**src/rtl/spi_rx_buffer_if.sv**
```systemverilog
// rtl/spi_rx_buffer_if.sv - SPI receive buffer bus: slave word/done in, FWFT valid/ready out, overflow status
//
// Signals:
//   rx_data   word from the SPI slave, stable while rx_done is high
//   rx_done   frame-complete level from the slave (sclk domain)
//   out_data  head-of-FIFO word
//   out_valid FIFO holds at least one word
//   out_ready consumer accepts out_data this cycle
//   level     number of stored words, 0..DEPTH
//   overflow  sticky flag: a frame was dropped because the FIFO was full
//   clr_ovf   clears overflow
// Modports: master drives the inputs of the buffer, slave is the buffer itself.
interface spi_rx_buffer_if #(
    parameter int DATA_W = 12,
    parameter int DEPTH  = 4
);
    localparam int AW = $clog2(DEPTH);

    logic [DATA_W-1:0] rx_data;
    logic              rx_done;
    logic [DATA_W-1:0] out_data;
    logic              out_valid;
    logic              out_ready;
    logic [AW:0]       level;
    logic              overflow;
    logic              clr_ovf;

    modport master (
        output rx_data, rx_done, out_ready, clr_ovf,
        input  out_data, out_valid, level, overflow
    );

    modport slave (
        input  rx_data, rx_done, out_ready, clr_ovf,
        output out_data, out_valid, level, overflow
    );
endinterface

```
**src/rtl/spi_rx_buffer.sv**
```systemverilog
// rtl/spi_rx_buffer.sv - re-times SPI rx_done into clk, captures one word per frame into a FWFT FIFO
//
// Ports:
//   clk  system clock
//   rst  synchronous, active-high reset; discards buffered words
//   bus  spi_rx_buffer_if.slave (rx_data/rx_done in, out_data/out_valid/out_ready,
//        level, overflow, clr_ovf)
module spi_rx_buffer #(
    parameter int DATA_W = 12,
    parameter int DEPTH  = 4
) (
    input  logic           clk,
    input  logic           rst,
    spi_rx_buffer_if.slave bus
);
    localparam int AW = $clog2(DEPTH);
    localparam logic [AW:0]   LVL_FULL = (AW+1)'(DEPTH);
    localparam logic [AW:0]   LVL_ONE  = (AW+1)'(1);
    localparam logic [AW-1:0] PTR_ONE  = AW'(1);

    // rx_done synchroniser and edge detector
    logic r_s1, r_s2, r_s3;
    // r_fill counts edges since reset until r_s2 holds a real post-reset sample;
    // r_armed is set only once rx_done has been seen low after that, so a done
    // level already high across reset cannot masquerade as a new frame.
    logic [1:0] r_fill;
    logic       r_armed;
    logic       w_push_evt;

    // Registered push strobe and captured word (written one edge later)
    logic              r_push;
    logic [DATA_W-1:0] r_cap;

    // FIFO state
    logic [DATA_W-1:0] r_mem [DEPTH];
    logic [AW-1:0]     r_wr_ptr;
    logic [AW-1:0]     r_rd_ptr;
    logic [AW:0]       r_level;
    logic              r_overflow;

    logic w_full;
    logic w_valid;
    logic w_pop;
    logic w_wr;
    logic w_drop;

    assign w_push_evt = r_s2 & ~r_s3 & r_armed;

    always_ff @(posedge clk) begin
        if (rst) begin
            r_s1    <= 1'b0;
            r_s2    <= 1'b0;
            r_s3    <= 1'b0;
            r_fill  <= 2'd0;
            r_armed <= 1'b0;
            r_push  <= 1'b0;
            r_cap   <= '0;
        end else begin
            r_s1   <= bus.rx_done;
            r_s2   <= r_s1;
            r_s3   <= r_s2;
            r_push <= w_push_evt;
            if (r_fill != 2'd2) begin
                r_fill <= r_fill + 2'd1;
            end
            if (r_fill == 2'd2 && !r_s2) begin
                r_armed <= 1'b1;
            end
            // rx_done is still high here, so rx_data is stable without its own synchroniser
            if (w_push_evt) begin
                r_cap <= bus.rx_data;
            end
        end
    end

    assign w_full  = (r_level == LVL_FULL);
    assign w_valid = (r_level != '0);
    assign w_pop   = w_valid & bus.out_ready;
    // A full FIFO can still accept a word when the head leaves in the same cycle
    assign w_wr    = r_push & (~w_full | w_pop);
    assign w_drop  = r_push & w_full & ~w_pop;

    always_ff @(posedge clk) begin
        if (rst) begin
            r_wr_ptr   <= '0;
            r_rd_ptr   <= '0;
            r_level    <= '0;
            r_overflow <= 1'b0;
        end else begin
            if (w_wr) begin
                r_wr_ptr <= r_wr_ptr + PTR_ONE;
            end
            if (w_pop) begin
                r_rd_ptr <= r_rd_ptr + PTR_ONE;
            end
            if (w_wr && !w_pop) begin
                r_level <= r_level + LVL_ONE;
            end else if (w_pop && !w_wr) begin
                r_level <= r_level - LVL_ONE;
            end
            // A drop in the same cycle as clr_ovf keeps the flag set
            if (w_drop) begin
                r_overflow <= 1'b1;
            end else if (bus.clr_ovf) begin
                r_overflow <= 1'b0;
            end
        end
    end

    always_ff @(posedge clk) begin
        if (w_wr) begin
            r_mem[r_wr_ptr] <= r_cap;
        end
    end

    assign bus.out_data  = w_valid ? r_mem[r_rd_ptr] : '0;
    assign bus.out_valid = w_valid;
    assign bus.level     = r_level;
    assign bus.overflow  = r_overflow;
endmodule

```
**src/flat_wrapper.sv**
```systemverilog
// flat-port wrapper written by rule: the top's interface ports become plain ports
module spi_rx_buffer_flat 
#(
    parameter int DATA_W = 12,
    parameter int DEPTH  = 4
)
  (clk, rst, bus_rx_data, bus_rx_done, bus_out_ready, bus_clr_ovf, bus_out_data, bus_out_valid, bus_level, bus_overflow);
  spi_rx_buffer_if #(.DATA_W(DATA_W), .DEPTH(DEPTH)) bus_i ();
  input  logic clk;
  input  logic rst;
  input wire logic [$bits(bus_i.rx_data)-1:0] bus_rx_data;
  input wire logic [$bits(bus_i.rx_done)-1:0] bus_rx_done;
  input wire logic [$bits(bus_i.out_ready)-1:0] bus_out_ready;
  input wire logic [$bits(bus_i.clr_ovf)-1:0] bus_clr_ovf;
  output wire logic [$bits(bus_i.out_data)-1:0] bus_out_data;
  output wire logic [$bits(bus_i.out_valid)-1:0] bus_out_valid;
  output wire logic [$bits(bus_i.level)-1:0] bus_level;
  output wire logic [$bits(bus_i.overflow)-1:0] bus_overflow;
  assign bus_i.rx_data = bus_rx_data;
  assign bus_i.rx_done = bus_rx_done;
  assign bus_i.out_ready = bus_out_ready;
  assign bus_i.clr_ovf = bus_clr_ovf;
  assign bus_out_data = bus_i.out_data;
  assign bus_out_valid = bus_i.out_valid;
  assign bus_level = bus_i.level;
  assign bus_overflow = bus_i.overflow;
  spi_rx_buffer #(.DATA_W(DATA_W), .DEPTH(DEPTH)) u_core (.clk(clk), .rst(rst), .bus(bus_i));
endmodule
```
**config.mk**
```make
export PLATFORM = sky130hd
export DESIGN_NAME = spi_rx_buffer_flat
export DESIGN_NICKNAME = d
export VERILOG_FILES = /design/src/rtl/spi_rx_buffer_if.sv /design/src/rtl/spi_rx_buffer.sv /design/src/flat_wrapper.sv
export SDC_FILE = /design/constraint.sdc
export NUM_CORES = 1
export LEC_CHECK = 0
export BUFFER_PORTS_ARGS = -buffer_cell sky130_fd_sc_hd__buf_2
export CORE_MARGIN = 3
export CORE_UTILIZATION = 50
export CTS_CLUSTER_DIAMETER = 40
export DETAILED_ROUTE_END_ITERATION = 10
export MAX_ROUTING_LAYER = met4
export PLACE_DENSITY = 0.69
export SYNTH_ARGS = -nofsm -noshare
export SYNTH_HDL_FRONTEND = slang
export SYNTH_SLANG_ARGS = --single-unit
```
**constraint.sdc**
```tcl
create_clock -name clk -period 1.8 [get_ports clk]
set_input_delay 0 -clock clk [delete_from_list [all_inputs] [get_ports clk]]
set_output_delay 0 -clock clk [all_outputs]
set_load 0.02 [all_outputs]
```
==> summary.txt <==
Status
  – Outcome: complete, but fails checks
  – Failing checks: setup timing

Final layout
  – Sequential cell area: between 2000 and 2500 µm²
  – Ant diodes: 0
  – Final nets: 281
  – Fillers: around 410
  – Post-route design area: 3740 µm²
  – Final Util: 66.4%
  – Share of cells above drive strength 1: between 30% and 40%
  – Multi-input gate area: a little over 900 µm²
  – Area Overhead vs Synth: 25.2%

Yosys
  – Post-Syn Area: ~3000 µm²
  – Syn avg cell area: approximately 16 µm²
  – Yosys cell types: 26
  – Mapped Cells: between 150 and 200
  – Seq/Total Area, Yosys: around two thirds
  – FF+latch count, synth: a little under 80
  – Syn_nets: between 200 and 250
  – Yosys warns: 0

Worst setup path
  – Crit Path Category: reg -> reg
  – Max FO, Critical Path: 3
  – Worst Path Required: approximately 2.1 ns
  – CP endpoint kind: flop
  – Reg2reg path depth: 8
  – Worst r2r src: u_core.bus.level[2]$_SDFFE_PP0P_
  – Flop-to-flop setup slack: -0.08 ns
  – Critical R2R Capture: u_core.bus.level[2]$_SDFFE_PP0P_
  – Crit path DAT: between 2 and 2.5 ns
  – Worst Setup Start Kind: flop

Floorplan
  – IO Pins: 34
  – Die area: approximately 6900 µm²
  – Row Count: 27
  – Die Y: 83.3 µm
  – Initial Util: 53.0%
  – Core Box Area: roughly 5600 µm²
  – Die W: 83.3 µm

Global routing
  – Vias in the first global route: between 1500 and 2000
  – Largest net degree at the start of global routing: 31
  – Initial antenna violation count: 0
  – Total GRT Usage: 16.7%
  – Grt ovf: 0
  – First-pass GRT wire length: between 8 and 9 mm

Power and ir drop
  – Sw Share: between 20% and 30%
  – Pwr per Cell Area: ~1200 nW/µm²
  – Net Sw Power: around 0.0012 W
  – Combinational power share: between 20 and 30%
  – Maximum vdd drop: roughly 0.7 mV
  – Clock Power Share: between 20% and 30%
  – Leakage: about 1.5 nW
  – Pint: roughly 0.0031 W
  – Seq pwr share: between 40 and 50%

Job
  – Max cap viols: 0

CTS
  – Num Clock Sinks: 77
  – Clock insertion delay at the later pin of the skew report: 0.34 ns
  – H-tree levels: 3
  – Clock Pin Slew Worst Setup and Hold Paths: 0.07 ns
  – Worst-case clock buffer depth: 2
  – Post-CTS Setup Bufs: 0
  – Clock Tree Root: clkbuf_8
  – CTS tree: yes
  – CTS Buf Count: 9

Min path
  – Hold Crit Class: in -> reg
  – Hold depth: 4
  – Hold Path Sink: u_core.bus.overflow$_SDFFE_PP0P_
  – Hold Startpoint: bus_out_ready

Placement
  – Routability cong.: between 0.7 and 0.8
  – Placed cell areas: 3400 µm²
  – Post-DP HPWL: approximately 3.3 mm
  – Pre-CTS WS: -0.131 ns
  – I/O Buffers: 33

Detailed routing
  – WL/cell: roughly 15 µm
  – Violation count after the first detailed-route iteration: 76
  – DR pass1 iterations: 4
  – WL final: between 5 and 6 mm
  – DRC Markers: 0
  – ANT nets after route: 0
  – Via count: around 1700
  – Avg Vias per Cell: approximately 5

STA
  – Slew HR: 62.0%
  – Post-Route Setup TNS: -0.0833 ns
  – Setup slack after layout: -0.0833 ns
  – Pins over their slew limit: 0
  – Fmax: between 500 and 600 MHz
  – Hold slack: 0.0952 ns
  – Worst-Margin Slew: 0.569 ns
  – Period utilization: 105%
  – Skew final: between 0.006 and 0.007 ns
  – Endpoints failing hold: 0
  – Unrepaired setup endpoints after global routing: true
  – Crit path time final: around 1.9 ns
  – Final setup violating endpoints: 1
[power groups by stage]
| stage | logic [W] | registers (W) | clock network, W |
|---|---|---|---|
| 2_1_floorplan | 0.000667 | 0.00210 | 0 |
| 3_3_place_gp | 0.00103 | 0.00205 | 0 |
| 3_5_place_dp | 0.00105 | 0.00206 | 0 |
| 4_1_cts | 0.00109 | 0.00202 | 0.00126 |
| 5_1_grt | 0.00119 | 0.00203 | 0.00134 |
| 6_report | 0.00108 | 0.00202 | 0.00123 |
[worst max-delay path by stage]
stage | startpoint | to | slack [ns] | depth (start not counted)
finish | u_core.bus.level[2]$_SDFFE_PP0P_ | u_core.bus.level[2]$_SDFFE_PP0P_ | -0.08 | 8
global route | u_core.bus.level[2]$_SDFFE_PP0P_ | u_core.bus.level[2]$_SDFFE_PP0P_ | -0.14 | 8
CTS | u_core.bus.level[2]$_SDFFE_PP0P_ | u_core.bus.level[2]$_SDFFE_PP0P_ | -0.07 | 7
detailed placement | u_core.bus.level[2]$_SDFFE_PP0P_ | u_core.bus.level[2]$_SDFFE_PP0P_ | -0.13 | 8
global placement | u_core.bus.level[2]$_SDFFE_PP0P_ | u_core.bus.level[2]$_SDFFE_PP0P_ | -0.09 | 8
floorplan | u_core.bus.level[2]$_SDFFE_PP0P_ | u_core.bus.level[2]$_SDFFE_PP0P_ | -0.09 | 9
[timing repair]
action,in CTS,in global routing
resized for setup,3,2
pin swaps,0,1
hold buffers,14,0
gates cloned,0,0
endpoints found under the setup margin,2,4
hold endpoints to repair,14,0
[synth_stat cells]
cell type / number / area, µm²
fa_1: 1 / 20.0
nor2b_1: 16 / 100
mux2i_1: 14 / 140
o21ai_0: 2 / 10.0
nor4b_4: 1 / 23.8
nor4b_1: 1 / 8.76
o31ai_2: 1 / 12.5
xor2_1: 4 / 35.0
or3_1: 2 / 12.5
and2_1: 4 / 25.0
inv_1: 6 / 22.5
ha_1: 6 / 75.1
nand2_1: 1 / 3.75
buf_2: 2 / 10.0
edfxtp_1: 48 / 1440
a21oi_1: 5 / 25.0
clkbuf_1: 2 / 7.51
buf_6: 2 / 22.5
mux4_2: 12 / 270
nor2_1: 24 / 90.1
nand2b_1: 2 / 12.5
nand3b_1: 1 / 7.51
dfxtp_1: 29 / 581
buf_1: 2 / 7.51
nor3_2: 1 / 10.0
mux2_4: 1 / 15.0
[registers in the layout, summed over array words and instances (netlist names), named ones only]
| name | flops |
|---|---|
| u_core.r_push | 1 |
| u_core.r_s3 | 1 |
| u_core.r_rd_ptr | 2 |
| u_core.r_armed | 1 |
| u_core.r_mem | 48 |
| u_core.bus.overflow | 1 |
| u_core.r_wr_ptr | 2 |
| u_core.r_s1 | 1 |
| u_core.r_cap | 12 |
| u_core.r_s2 | 1 |
| u_core.r_fill | 2 |
| u_core.bus.level | 3 |
[cell families after synthesis]
logic type	count (synthesis)	share of synthesized area, %
XOR/XNOR	4	1.17
flip-flops	77	67.6
adder cells (fa/ha/maj)	7	3.18
buffers and inverters	14	2.34
AO/OA/AOI/OAI	8	1.59
multiplexers	27	14.2
AND/OR/NAND/NOR	53	9.84
[final cells by class]
cell class                 instances  share of cell area [%]
sequential                        77                    54.3
multi-input combinational         99                    24.9
timing repair buffer              64                    12.7
clock buffer                       9                    3.31
tap                               72                    2.41
clock inverter                     7                    1.77
inverter                           6                   0.602
[layout by cell type (no fill, tap or decap), types with 2 or more instances in the layout]
master,instances
dfxtp_4,3
and2_1,4
clkbuf_8,9
dfxtp_1,26
ha_1,5
buf_2,33
inv_1,5
buf_4,13
edfxtp_1,48
nor2b_1,15
nand2b_1,2
or3_1,2
xor2_1,4
nor2_1,24
a21oi_1,4
clkinv_2,4
mux2i_1,14
mux4_2,12
buf_12,3
dlygate4sd3_1,14
o21ai_0,2
[critical path, cell delays in order, from the launching register on]
cell     delay (ns)
dfxtp_4        0.36
nor4b_4        0.13
nor2b_2        0.19
ha_4           0.17
inv_2          0.04
fa_2           0.33
xor2_1         0.15
or3_1          0.33
a21oi_2        0.12
[metal layers]
layer	GRT usage (%)	up-vias	share of wire, %	wire length [µm]
met5	-	-	0	0
met4	8.92	0	2.5	126
met3	3.57	11	3.6	182
met2	27.3	35	52	2650
met1	19.4	799	42	2120
li1	-	821	-	-
[metrics by stage]
stage	total power [W]	instances
6_report	0.00433	334
5_1_grt	0.00456	334
4_1_cts	0.00438	334
3_5_place_dp	0.00311	304
3_3_place_gp	0.00308	304
2_1_floorplan	0.00276	190
Note: power is estimated with default switching activity, not from simulation.
